### src/rtl/breath_pwm.sv
// RGB breathing-LED driver: latches a color code at the dark point of each breath
// and drives three PWM channels scaled by a triangular envelope. Option: BREATH_GAMMA_EN.

`ifndef RED
`define RED    3'd1
`define ORANGE 3'd2
`define YELLOW 3'd3
`define GREEN  3'd4
`define BLUE   3'd5
`define PURPLE 3'd6
`endif

module breath_pwm #(
    parameter int STEP_DIV   = 1024,
    parameter int HOLD_STEPS = 16
) (
    input  logic       clk_i,
    input  logic       rst_i,
    input  logic [2:0] color_i,
    output logic       led_r_o,
    output logic       led_g_o,
    output logic       led_b_o,
    output logic [7:0] bright_o,
    output logic       color_ack_o,
    output logic       cycle_done_o
);

    localparam int PW = (STEP_DIV > 1) ? $clog2(STEP_DIV) : 1;
    localparam int HW = (HOLD_STEPS > 1) ? $clog2(HOLD_STEPS) : 1;
    localparam logic [PW-1:0] PRESC_LAST = PW'(STEP_DIV - 1);
    localparam logic [HW-1:0] HOLD_LAST  = HW'(HOLD_STEPS - 1);

    typedef enum logic [1:0] {
        LOAD,
        RISE,
        TOP,
        FALL
    } state_t;

    state_t          state, state_n;
    logic [PW-1:0]   presc;
    logic            tick;
    logic [7:0]      pwm_cnt;
    logic [7:0]      bright, bright_n;
    logic [HW-1:0]   hold_cnt, hold_n;
    logic [2:0]      color_q, color_n;
    logic            ack_n, done_n;
    logic [7:0]      bright_eff;
    logic [7:0]      tgt_r, tgt_g, tgt_b;
    logic [7:0]      level_r, level_g, level_b;

    function automatic logic [7:0] scale(input logic [7:0] a, input logic [7:0] b);
        return 8'((16'(a) * 16'(b)) >> 8);
    endfunction

    always_comb begin
        tick = (presc == PRESC_LAST);
    end

    always_ff @(posedge clk_i) begin
        if (rst_i) begin
            presc   <= '0;
            pwm_cnt <= '0;
        end else begin
            presc   <= tick ? '0 : presc + 1'b1;
            pwm_cnt <= pwm_cnt + 8'd1;
        end
    end

    always_ff @(posedge clk_i) begin
        if (rst_i) begin
            state        <= LOAD;
            bright       <= '0;
            hold_cnt     <= '0;
            color_q      <= '0;
            color_ack_o  <= 1'b0;
            cycle_done_o <= 1'b0;
        end else begin
            state        <= state_n;
            bright       <= bright_n;
            hold_cnt     <= hold_n;
            color_q      <= color_n;
            color_ack_o  <= ack_n;
            cycle_done_o <= done_n;
        end
    end

    // Every state change and envelope step is gated by the prescaler tick.
    always_comb begin
        state_n  = state;
        bright_n = bright;
        hold_n   = hold_cnt;
        color_n  = color_q;
        ack_n    = 1'b0;
        done_n   = 1'b0;
        if (tick) begin
            case (state)
                LOAD: begin
                    color_n = color_i;
                    ack_n   = 1'b1;
                    state_n = RISE;
                end
                RISE: begin
                    if (bright == 8'd254) begin
                        bright_n = 8'd255;
                        hold_n   = '0;
                        state_n  = TOP;
                    end else begin
                        bright_n = bright + 8'd1;
                    end
                end
                TOP: begin
                    if (hold_cnt == HOLD_LAST) begin
                        state_n = FALL;
                    end else begin
                        hold_n = hold_cnt + 1'b1;
                    end
                end
                FALL: begin
                    if (bright == 8'd1) begin
                        bright_n = 8'd0;
                        done_n   = 1'b1;
                        state_n  = LOAD;
                    end else begin
                        bright_n = bright - 8'd1;
                    end
                end
                default: state_n = LOAD;
            endcase
        end
    end

    always_comb begin
        bright_o = bright;
`ifdef BREATH_GAMMA_EN
        bright_eff = scale(bright, bright);
`else
        bright_eff = bright;
`endif
    end

    // Unknown codes decode to black so the breath still runs, just dark.
    always_comb begin
        tgt_r = '0;
        tgt_g = '0;
        tgt_b = '0;
        case (color_q)
            `RED:    begin tgt_r = 8'd255;                                   end
            `ORANGE: begin tgt_r = 8'd255; tgt_g = 8'd128;                   end
            `YELLOW: begin tgt_r = 8'd255; tgt_g = 8'd255;                   end
            `GREEN:  begin                 tgt_g = 8'd255;                   end
            `BLUE:   begin                                  tgt_b = 8'd255;  end
            `PURPLE: begin tgt_r = 8'd128;                  tgt_b = 8'd255;  end
            default: begin                                                   end
        endcase
    end

    always_comb begin
        level_r = scale(tgt_r, bright_eff);
        level_g = scale(tgt_g, bright_eff);
        level_b = scale(tgt_b, bright_eff);
    end

    always_ff @(posedge clk_i) begin
        if (rst_i) begin
            led_r_o <= 1'b0;
            led_g_o <= 1'b0;
            led_b_o <= 1'b0;
        end else begin
            led_r_o <= (pwm_cnt < level_r);
            led_g_o <= (pwm_cnt < level_g);
            led_b_o <= (pwm_cnt < level_b);
        end
    end

endmodule

### config.mk
export PLATFORM = sky130hd
export DESIGN_NAME = breath_pwm
export DESIGN_NICKNAME = d
export VERILOG_FILES = /design/src/rtl/breath_pwm.sv
export SDC_FILE = /design/constraint.sdc
export NUM_CORES = 1
export LEC_CHECK = 0
export CAP_MARGIN = 20
export CORE_ASPECT_RATIO = 0.75
export CORE_MARGIN = 4
export CORE_UTILIZATION = 46
export CTS_BUF_LIST = sky130_fd_sc_hd__clkbuf_8
export DETAILED_ROUTE_END_ITERATION = 8
export PLACE_DENSITY = 0.67
export SYNTH_ARGS = -nofsm -noshare
export SYNTH_HDL_FRONTEND = slang
export SYNTH_SLANG_ARGS = --single-unit
### constraint.sdc
create_clock -name clk_i -period 9.12 [get_ports clk_i]
set_clock_uncertainty 0.2 [all_clocks]
set_input_delay 1.824 -clock clk_i [delete_from_list [all_inputs] [get_ports clk_i]]
set_output_delay 1.824 -clock clk_i [all_outputs]
set_load 0.005 [all_outputs]
==> results of run 1 <==
-- cell type report --
type                    instances  area (µm²)
clock inverters                 3        46.3
inverters                     166         623
well taps                     200         250
flip-flops and latches         40         801
multi-input cells             562        5290
fillers                      1397        7200
repair buffers                 18         178
clock buffers                   5        68.8
-- metrics by stage --
stage               power (µW)  area [µm²]
finish                     363        7250
global route               379        7250
CTS                        370        7250
detailed placement         211        7140
global placement           210        7140
floorplan                  201        6780
-- sequential cells by signal, summed over array words and instances (netlist names) --
name,count
bright_o,8
color_ack_o,1
cycle_done_o,1
hold_cnt,4
state,2
led_r_o,1
color_q,3
pwm_cnt,8
led_b_o,1
presc,10
led_g_o,1
-- per-layer routing --
| metal | vias up | share of wire, % |
|---|---|---|
| met2 | 46 | 41 |
| met3 | 4 | 3.0 |
| met5 | - | 0 |
| li1 | 2612 | - |
| met4 | 0 | 0.26 |
| met1 | 2327 | 56 |
-- critical path: cells and delay by family, from the launching register on --
kind / cells / cell delay [ns]
compound gates: 7 / 1.74
flops: 1 / 0.37
buf+inv: 5 / 0.35
fa+ha+maj: 6 / 2.82
simple gates: 5 / 0.89
-- power breakdown --
part	internal (µW)	leakage, µW	total [µW]	switching (µW)
logic	12.5	0.00356	23.8	11.3
clock network	82.6	0.0000548	157	74.0
registers	178	0.000324	182	4.36
total	273	0.00394	363	89.7
-- worst paths after layout --
| path | end | slack, ns | depth (start not counted) |
|---|---|---|---|
| min | presc[0]$_SDFF_PP0_ | 0.28 | 1 |
| min reg2reg | presc[0]$_SDFF_PP0_ | 0.28 | 1 |
| max reg2reg | led_r_o$_SDFF_PP0_ | 2.62 | 23 |
| max | led_r_o$_SDFF_PP0_ | 2.62 | 23 |
-- logic make-up after synthesis --
family                     count (synthesis)  share of synthesized area [%]
AOI/OAI and AO/OA                        119                           11.7
buffers and inverters                    183                           10.2
xor gates and xnor gates                  36                           4.65
and+or+nand+nor                          197                           15.0
muxes                                      5                          0.775
adders and majority gates                205                           45.9
DFF                                       40                           11.8
-- cells in the final DEF, fill, tap and decap left out, types with 3 or more instances in the layout --
master,Yosys,layout
inv_1,165,165
o21ai_0,20,20
nor3_1,15,15
dfxtp_1,40,40
a211oi_1,8,8
and2_1,16,16
o211ai_1,3,3
a21oi_1,34,34
ha_1,132,132
nor2_1,46,46
nand3_1,27,27
a21o_1,15,15
nor2b_1,5,5
nand2_1,45,45
o31ai_1,5,5
nand4_1,3,3
a32oi_1,3,3
mux2i_1,3,3
clkdlybuf4s50_1,0,17
a41oi_1,3,3
xor2_1,16,16
fa_1,73,73
o22ai_1,4,4
o2111ai_1,3,3
and3_1,11,11
a31oi_1,3,3
nand2b_1,6,6
clkbuf_8,0,5
or2_2,3,3
xnor2_1,20,20
==> flow_metrics.tcl, run 1 <==
set metrics [dict create \
    status "completed" \
    routed_via_density 5.02 \
    core-area_um2 14500 \
    crit_type "reg2reg" \
    relSlewSlack_pct 53.8 \
    fp-row-count 38 \
    drcViolationCount 0 \
    fin_util_pct 50.2 \
    yosysMostFrequentCell "inv_1" \
    yosys.area.top_type "ha_1" \
    arrival_ns 6.49 \
    p_leak_uw 0.00394 \
    cts-root-buf "clkbuf_8" \
    ys.flop_type "dfxtp_1" \
    wl_per_cell_um 13.2 \
    synth_cells 785 \
    maxCapViolCount 0 \
    finalHoldViolCount 0 \
    dr.first_iter.drc_count 232 \
    grt_max_degree 34 \
    peakVddDrop_uv 53.1 \
    syn_nets 995 \
    synth_area_leaders "ha_1 24%, fa_1 22%, dfxtp_1 12%" \
    cts_tree "built" \
    synthArstFlopShare_pct 0 \
    place_ws_ns 2.68 \
    globalRouteMet3Util_pct 2.80 \
    worstMarginPinSlew_ns 0.693 \
    place_congestion 0.825 \
    rsz0062_at_grt "false" \
    final_cells 994 \
    clockBufferDepth 2 \
    final_layout_size_suffix_gt1_share_pct 2.77 \
    grt_antenna_before_repair 0 \
    final_antenna_net_count 0 \
    start_kind "flip-flop" \
    post-route-min-period_ns 6.50 \
    setup_violations 0 \
    synth_cell_types 62 \
    worstSkewPairLatency_ns 0.31 \
    ctsResizeCount 0 \
    powerDensity_nw_per_um2 50.0 \
    fp.dieW_um 148 \
    dr_total_vias 4989 \
    finalSetupTns_ns 0 \
    io_pins 18 \
    hpwl_um 11000 \
    cts_buffers 5 \
    max_stage_delay_ns 0.63 \
    dpl.cell_count 986 \
    gr-usage-met1_pct 26.9 \
    grt_pass1_wl_um 23600 \
    synth_top_cell_area_share_pct 24.4 \
    critPathSlowestCell "fa_1" \
    drt_wl_total_um 13100 \
    start_util_pct 46.9 \
    cts_hold_buf 0 \
    io_buffers 17 \
    grt_busiest_layer "met1" \
    die-area_um2 16800 \
    r2r_start "color_q[0]$_SDFFE_PP0P_" \
    crit_path_max_fanout 7 \
    required_ns 9.11 \
    ys_seq_area_share_pct 11.8 \
    worstPathCellList "nor2_1 > nor2_1 > nand2_1 > inv_1 > fa_1 > inv_1 > fa_1 > inv_1 > fa_1 > inv_1 > fa_1 > inv_1 > ha_1 > a21o_1 > a221o_1 > a21oi_1 > nor2b_1 > o31ai_1 > ha_1 > and3_1 > o31ai_1 > a21oi_1 > a2111oi_1" \
    finalWorstSetupSlack_ns 2.62 \
    grt_use_total_pct 16.8 \
    clk_pin_slew_ns 0.09 \
    yosys_warnings 0 \
    endpoint_kind "flip-flop" \
    hold_class "reg2reg" \
    yosys_register_bits 40 \
    synth_enable_flop_cells 0 \
    holdWs_ns 0.282 \
    die_h_um 113 \
    cts_setup_buffers 0 \
    grt_use_met2_pct 24.4 \
    crit_top_cell "inv_1" \
    syn_area_um2 6780 \
    overflow 0 \
    diodes 0 \
    hp-start "presc[0]$_SDFF_PP0_" \
    yosys-top-cells-count "165 x inv_1, 132 x ha_1, 73 x fa_1, 46 x nor2_1, 45 x nand2_1" \
    h-tree-depth 2 \
    drtPass1Iterations 4 \
    finalCritPeriodShare_pct 71.3 \
    nets 1003 \
    cts_sinks 40 \
    fmax_mhz 154 \
    startpoint "color_q[0]$_SDFFE_PP0P_" \
    syn_area_per_cell_um2 8.63 \
    area_growth_pct 7.03 \
    grt_pass1_vias 4911 \
    slew_violations 0 \
]
Power figures use the tool's default switching activity.
==> inputs of run 2 (changes only) <==
Settings changed: PLACE_DENSITY 0.67 to 0.7.
Clock period 9.12 ns to 5.44 ns, I/O delays scaled along.
==> run 2 against run 1 <==
The run now ends with negative setup slack left. Wire length up 13%. Hold slack better by 0.0060 ns. Sequential power up 67%. Global-route usage up 1.5 points. Worst setup slack worse by 2.8 ns. Final area up 17%. Non-clock buffer count up 101. Sequential share of layout area down 1.4 points. Count of clock-buffer cells in the layout unchanged. Register-to-register slack worse by 2.8 ns. Combinational power up 100%. Largest power group unchanged. Highest routed layer unchanged.
==> flow_metrics.tcl, run 2 (synthesis gave the netlist of run 1 again) <==
set metrics [dict create \
    fp.dieW_um 148 \
    hpwl_um 12200 \
    path_buf_inv 6 \
    dr.first_iter.drc_count 167 \
    h-tree-depth 2 \
    post-route-min-period_ns 5.66 \
    cts_tree "built" \
    final_cells 1095 \
    routed_via_density 4.97 \
    relSlewSlack_pct 53.1 \
    min_path_cells 1 \
    worstPathCellList "nor2_4 > nor2_4 > nand2_2 > inv_2 > fa_2 > inv_2 > fa_1 > inv_2 > fa_1 > inv_2 > fa_1 > inv_2 > ha_4 > a21o_1 > a221o_1 > o31ai_4 > buf_6 > o21ai_4 > xnor2_2 > ha_1 > a21o_1 > a2111oi_4" \
    start_util_pct 46.9 \
    final_layout_size_suffix_gt1_share_pct 23.2 \
    grt_pass1_wl_um 25800 \
    diodes 0 \
    dpl.cell_count 1070 \
    status "finished with violations" \
    drtPass1Iterations 5 \
    hold_class "reg2reg" \
    setup_violations 3 \
    wl_per_cell_um 13.6 \
    clockBufferDepth 2 \
    worstMarginPinSlew_ns 0.704 \
    r2r_start "color_q[1]$_SDFFE_PP0P_" \
    start_kind "flip-flop" \
    endpoint_kind "flip-flop" \
    drcViolationCount 0 \
    powerDensity_nw_per_um2 73.3 \
    r2r_setup_slack_ns -0.22 \
    grt_max_degree 34 \
    nets 1104 \
    drt_wl_total_um 14900 \
    crit-reg2reg-capture "led_r_o$_SDFF_PP0_" \
    clk_pin_slew_ns 0.09 \
    maxCapViolCount 0 \
    slew_violations 0 \
    required_ns 5.45 \
    fmax_mhz 177 \
    overflow 0 \
    crit_type "reg2reg" \
    peakVddDrop_uv 103 \
    critPathSlowestCell "fa_2" \
    core-area_um2 14500 \
    worstSkewPairLatency_ns 0.31 \
    max_stage_delay_ns 0.59 \
    layout.cells.most_common "inv_1" \
    cts_buffers 5 \
    cts_sinks 40 \
    worst_path_dominant_cell_family "adder cells" \
    cts-root-buf "clkbuf_8" \
    crit_top_cell "inv_2" \
    arrival_ns 5.67 \
    power_uw 620 \
    grt_use_total_pct 18.3 \
    io_buffers 17 \
    die_h_um 113 \
    rsz0062_at_grt "true" \
    p_leak_uw 0.00447 \
    final_cell_mix "143 x inv_1, 123 x ha_1, 99 x buf_4, 68 x fa_1, 42 x nor2_1" \
    rr_worst_depth 22 \
    fillers 1276 \
    finalHoldViolCount 0 \
    io_pins 18 \
    area_growth_pct 24.9 \
    violations "negative setup slack" \
    dr_total_vias 5439 \
    place_congestion 0.817 \
    die-area_um2 16800 \
    final_antenna_net_count 0 \
    crit_path_max_fanout 4 \
    largest_register_ffs 10 \
    grt_antenna_before_repair 0 \
    grt_pass1_vias 5394 \
    hold_end "presc[0]$_SDFF_PP0_" \
    fp-row-count 38 \
    hp-start "presc[0]$_SDFF_PP0_" \
    finalWorstSetupSlack_ns -0.221 \
    finalCritPeriodShare_pct 104 \
    top_register "presc" \
]
-- run 2: changes by cell type in the layout (fill, tap and decap cells not counted), moves of 9 or more --
cell and change:
ha_1 -9, ha_4 +9, a21oi_1 -9, buf_4 +98
inv_2 +21, inv_1 -22
-- run 2: report_power, final --
group          leakage, µW  total, µW  internal [µW]  switching, µW
Clock            0.0000548        267            139            128
Combinational      0.00409       48.7           26.5           22.2
Sequential        0.000327        304            297           7.50
Total              0.00447        620            462            158
-- run 2: per-stage QoR --
| stage | setup slack, ns | util (%) | hold slack [ns] | instance area (µm²) | TNS [ns] |
|---|---|---|---|---|---|
| 6_report | -0.221 | 58.6 | 0.288 | 8460 | -0.433 |
| 5_1_grt | -0.418 | 58.6 | 0.321 | 8460 | -1.15 |
| 4_1_cts | -0.210 | 57.4 | 0.295 | 8290 | -0.482 |
| 3_5_place_dp | -0.434 | 54.7 | 0.273 | 7910 | -0.892 |
| 3_3_place_gp | -0.226 | 54.7 | 0.240 | 7910 | -0.430 |
| 2_1_floorplan | -0.0109 | - | 0.231 | 6920 | -0.0109 |
-- run 2: what timing repair did --
action	in CTS	in global routing
resized for setup	37	37
hold buffers	0	0
pin swaps	44	59
setup endpoints to repair	3	3
setup buffers	14	3
-- run 2: worst max-delay path by stage --
| stage | start | to | slack [ns] | cells after the start |
|---|---|---|---|---|
| detailed placement | color_q[1]$_SDFFE_PP0P_ | led_r_o$_SDFF_PP0_ | -0.43 | 21 |
| finish | color_q[1]$_SDFFE_PP0P_ | led_r_o$_SDFF_PP0_ | -0.22 | 22 |
| global placement | color_q[1]$_SDFFE_PP0P_ | led_r_o$_SDFF_PP0_ | -0.23 | 21 |
| floorplan | color_q[0]$_SDFFE_PP0P_ | led_g_o$_SDFF_PP0_ | -0.01 | 23 |
| CTS | color_q[0]$_SDFFE_PP0P_ | led_r_o$_SDFF_PP0_ | -0.21 | 22 |
| global route | color_q[1]$_SDFFE_PP0P_ | led_r_o$_SDFF_PP0_ | -0.42 | 22 |
-- run 2: final cells by class --
type / instances / area, µm² / area share, %
inverter: 166 / 626 / 7.39
sequential: 40 / 813 / 9.61
clock buffer: 5 / 68.8 / 0.813
timing repair buffer: 119 / 947 / 11.2
tap: 200 / 250 / 2.96
multi-input combinational: 562 / 5710 / 67.5
clock inverter: 3 / 46.3 / 0.547
-- run 2: per-layer routing --
layer	vias up	GRT usage [%]	routed length [µm]
met4	0	1.48	94
met2	80	27.9	6380
met5	-	0	0
met3	10	2.36	429
met1	2543	28.9	7960
li1	2806	-	-
==> inputs of run 3 (changes only) <==
Settings changed: SKIP_LAST_GASP from default to 1.
==> run 3 against run 2 <==
The run still ends with negative setup slack left. Die area is the same. Clock power barely moved. Hold slack barely moved. Flip-flop and latch count unchanged. Via count shrank 0.13%. First-iteration DRC count down 0.60%. Count of clock-buffer cells in the layout stayed put. Largest cell class unchanged.
==> flow_metrics.tcl, run 3 (synthesis gave the netlist of run 1 again) <==
set metrics [dict create \
    status "finished with violations" \
    violations "negative setup slack" \
    top_register "presc" \
    cts_buffers 5 \
    crit_top_cell "inv_2" \
    fillers 1279 \
    hp-start "presc[0]$_SDFF_PP0_" \
    io_buffers 17 \
    wl_per_cell_um 13.6 \
    cts_sinks 40 \
    drcViolationCount 0 \
    grt_pass1_wl_um 25800 \
    peakVddDrop_uv 103 \
    grt_pass1_vias 5394 \
    final_cell_mix "144 x inv_1, 123 x ha_1, 99 x buf_4, 68 x fa_1, 42 x nor2_1" \
    worstSkewPairLatency_ns 0.31 \
    finalHoldViolCount 0 \
    crit_path_max_fanout 4 \
    hpwl_um 12200 \
    rr_worst_depth 22 \
    grt_use_total_pct 18.3 \
    start_kind "flip-flop" \
    finalWorstSetupSlack_ns -0.222 \
    post-route-min-period_ns 5.66 \
    finalCritPeriodShare_pct 104 \
    diodes 0 \
    setup_violations 3 \
    r2r_start "color_q[1]$_SDFFE_PP0P_" \
    clockBufferDepth 2 \
    slew_violations 0 \
    core-area_um2 14500 \
    start_util_pct 46.9 \
    powerDensity_nw_per_um2 73.5 \
    cts-root-buf "clkbuf_8" \
    h-tree-depth 2 \
    nets 1104 \
    hold_class "reg2reg" \
    io_pins 18 \
    p_leak_uw 0.00447 \
    largest_register_ffs 10 \
    fp.dieW_um 148 \
    rsz0062_at_grt "true" \
    maxCapViolCount 0 \
    place_ws_ns -0.434 \
    dr_total_vias 5432 \
    relSlewSlack_pct 52.5 \
    die-area_um2 16800 \
    power_uw 621 \
    final_layout_size_suffix_gt1_share_pct 23.1 \
    crit_type "reg2reg" \
    clk_pin_slew_ns 0.09 \
    endpoint_kind "flip-flop" \
    grt_max_degree 34 \
    final_antenna_net_count 0 \
    layout.cells.most_common "inv_1" \
    fp-row-count 38 \
    final_area_um2 8450 \
    min_path_cells 1 \
    worstMarginPinSlew_ns 0.713 \
    grt_antenna_before_repair 0 \
    fmax_mhz 177 \
    worstPathCellList "nor2_4 > nor2_4 > nand2_2 > inv_2 > fa_2 > inv_2 > fa_1 > inv_2 > fa_1 > inv_2 > fa_1 > inv_2 > ha_4 > a21o_1 > a221o_1 > o31ai_4 > buf_6 > o21ai_2 > xnor2_2 > ha_1 > a21o_1 > a2111oi_4" \
    critPathSlowestCell "fa_2" \
    drtPass1Iterations 4 \
    place_congestion 0.817 \
    dpl_cell_area_um2 7910 \
    r2r_setup_slack_ns -0.22 \
    hold_end "presc[0]$_SDFF_PP0_" \
    max_stage_delay_ns 0.59 \
    cts_hold_buf 0 \
    crit-reg2reg-capture "led_r_o$_SDFF_PP0_" \
    overflow 0 \
    finalSetupTns_ns -0.458 \
    dr.first_iter.drc_count 166 \
    cts_tree "built" \
    drt_wl_total_um 14900 \
    routed_via_density 4.96 \
    arrival_ns 5.67 \
    required_ns 5.45 \
    die_h_um 113 \
    area_growth_pct 24.7 \
    fin_util_pct 58.5 \
]
==> run 3: final cells by class <==
type | instances | area (µm²) | share of cell area [%]
clock buffers | 5 | 68.8 | 0.814
clock inverters | 3 | 46.3 | 0.548
inverters | 166 | 626 | 7.40
multi-input cells | 562 | 5700 | 67.5
well taps | 200 | 250 | 2.96
flip-flops and latches | 40 | 813 | 9.62
repair buffers | 119 | 947 | 11.2
==> run 3: how the worst max path moves through the flow <==
stage	from	to	slack [ns]	depth (start not counted)
2_1_floorplan	color_q[0]$_SDFFE_PP0P_	led_g_o$_SDFF_PP0_	-0.01	23
6_report	color_q[1]$_SDFFE_PP0P_	led_r_o$_SDFF_PP0_	-0.22	22
4_1_cts	color_q[0]$_SDFFE_PP0P_	led_r_o$_SDFF_PP0_	-0.21	22
3_5_place_dp	color_q[1]$_SDFFE_PP0P_	led_r_o$_SDFF_PP0_	-0.43	21
3_3_place_gp	color_q[1]$_SDFFE_PP0P_	led_r_o$_SDFF_PP0_	-0.23	21
5_1_grt	color_q[1]$_SDFFE_PP0P_	led_r_o$_SDFF_PP0_	-0.42	22
==> run 3: where the power goes <==
part | internal, µW | switching (µW) | total (µW) | leakage (µW)
combinational | 26.5 | 22.2 | 48.7 | 0.00409
sequential | 297 | 7.47 | 304 | 0.000327
clock | 139 | 129 | 268 | 0.0000548
==> run 3: worst max-delay path, delay by kind of cell (launching register included) <==
family | cells | cell delay, ns
compound gates | 6 | 1.55
xor+xnor | 1 | 0.15
fa+ha+maj | 6 | 2.62
buf+inv | 6 | 0.40
flops | 1 | 0.37
simple gates | 3 | 0.28
==> run 3: what timing repair did <==
action | CTS | global route
gates resized for setup | 37 | 34
setup endpoints to repair | 3 | 3
cloned | 0 | 0
setup buffers | 14 | 3
pin swaps | 43 | 59
==> run 3: layer usage <==
metal | track usage [%] | wire [µm] | vias to the layer above
li1 | - | - | 2806
met2 | 27.9 | 6390 | 79
met1 | 28.9 | 7930 | 2536
met4 | 1.48 | 96 | 0
met5 | 0 | 0 | -
met3 | 2.36 | 474 | 11
==> run 3: per-stage QoR <==
stage,instances,hold WS [ns]
2_1_floorplan,785,0.231
3_3_place_gp,1070,0.240
3_5_place_dp,1070,0.273
4_1_cts,1092,0.295
5_1_grt,1095,0.321
6_report,1095,0.288
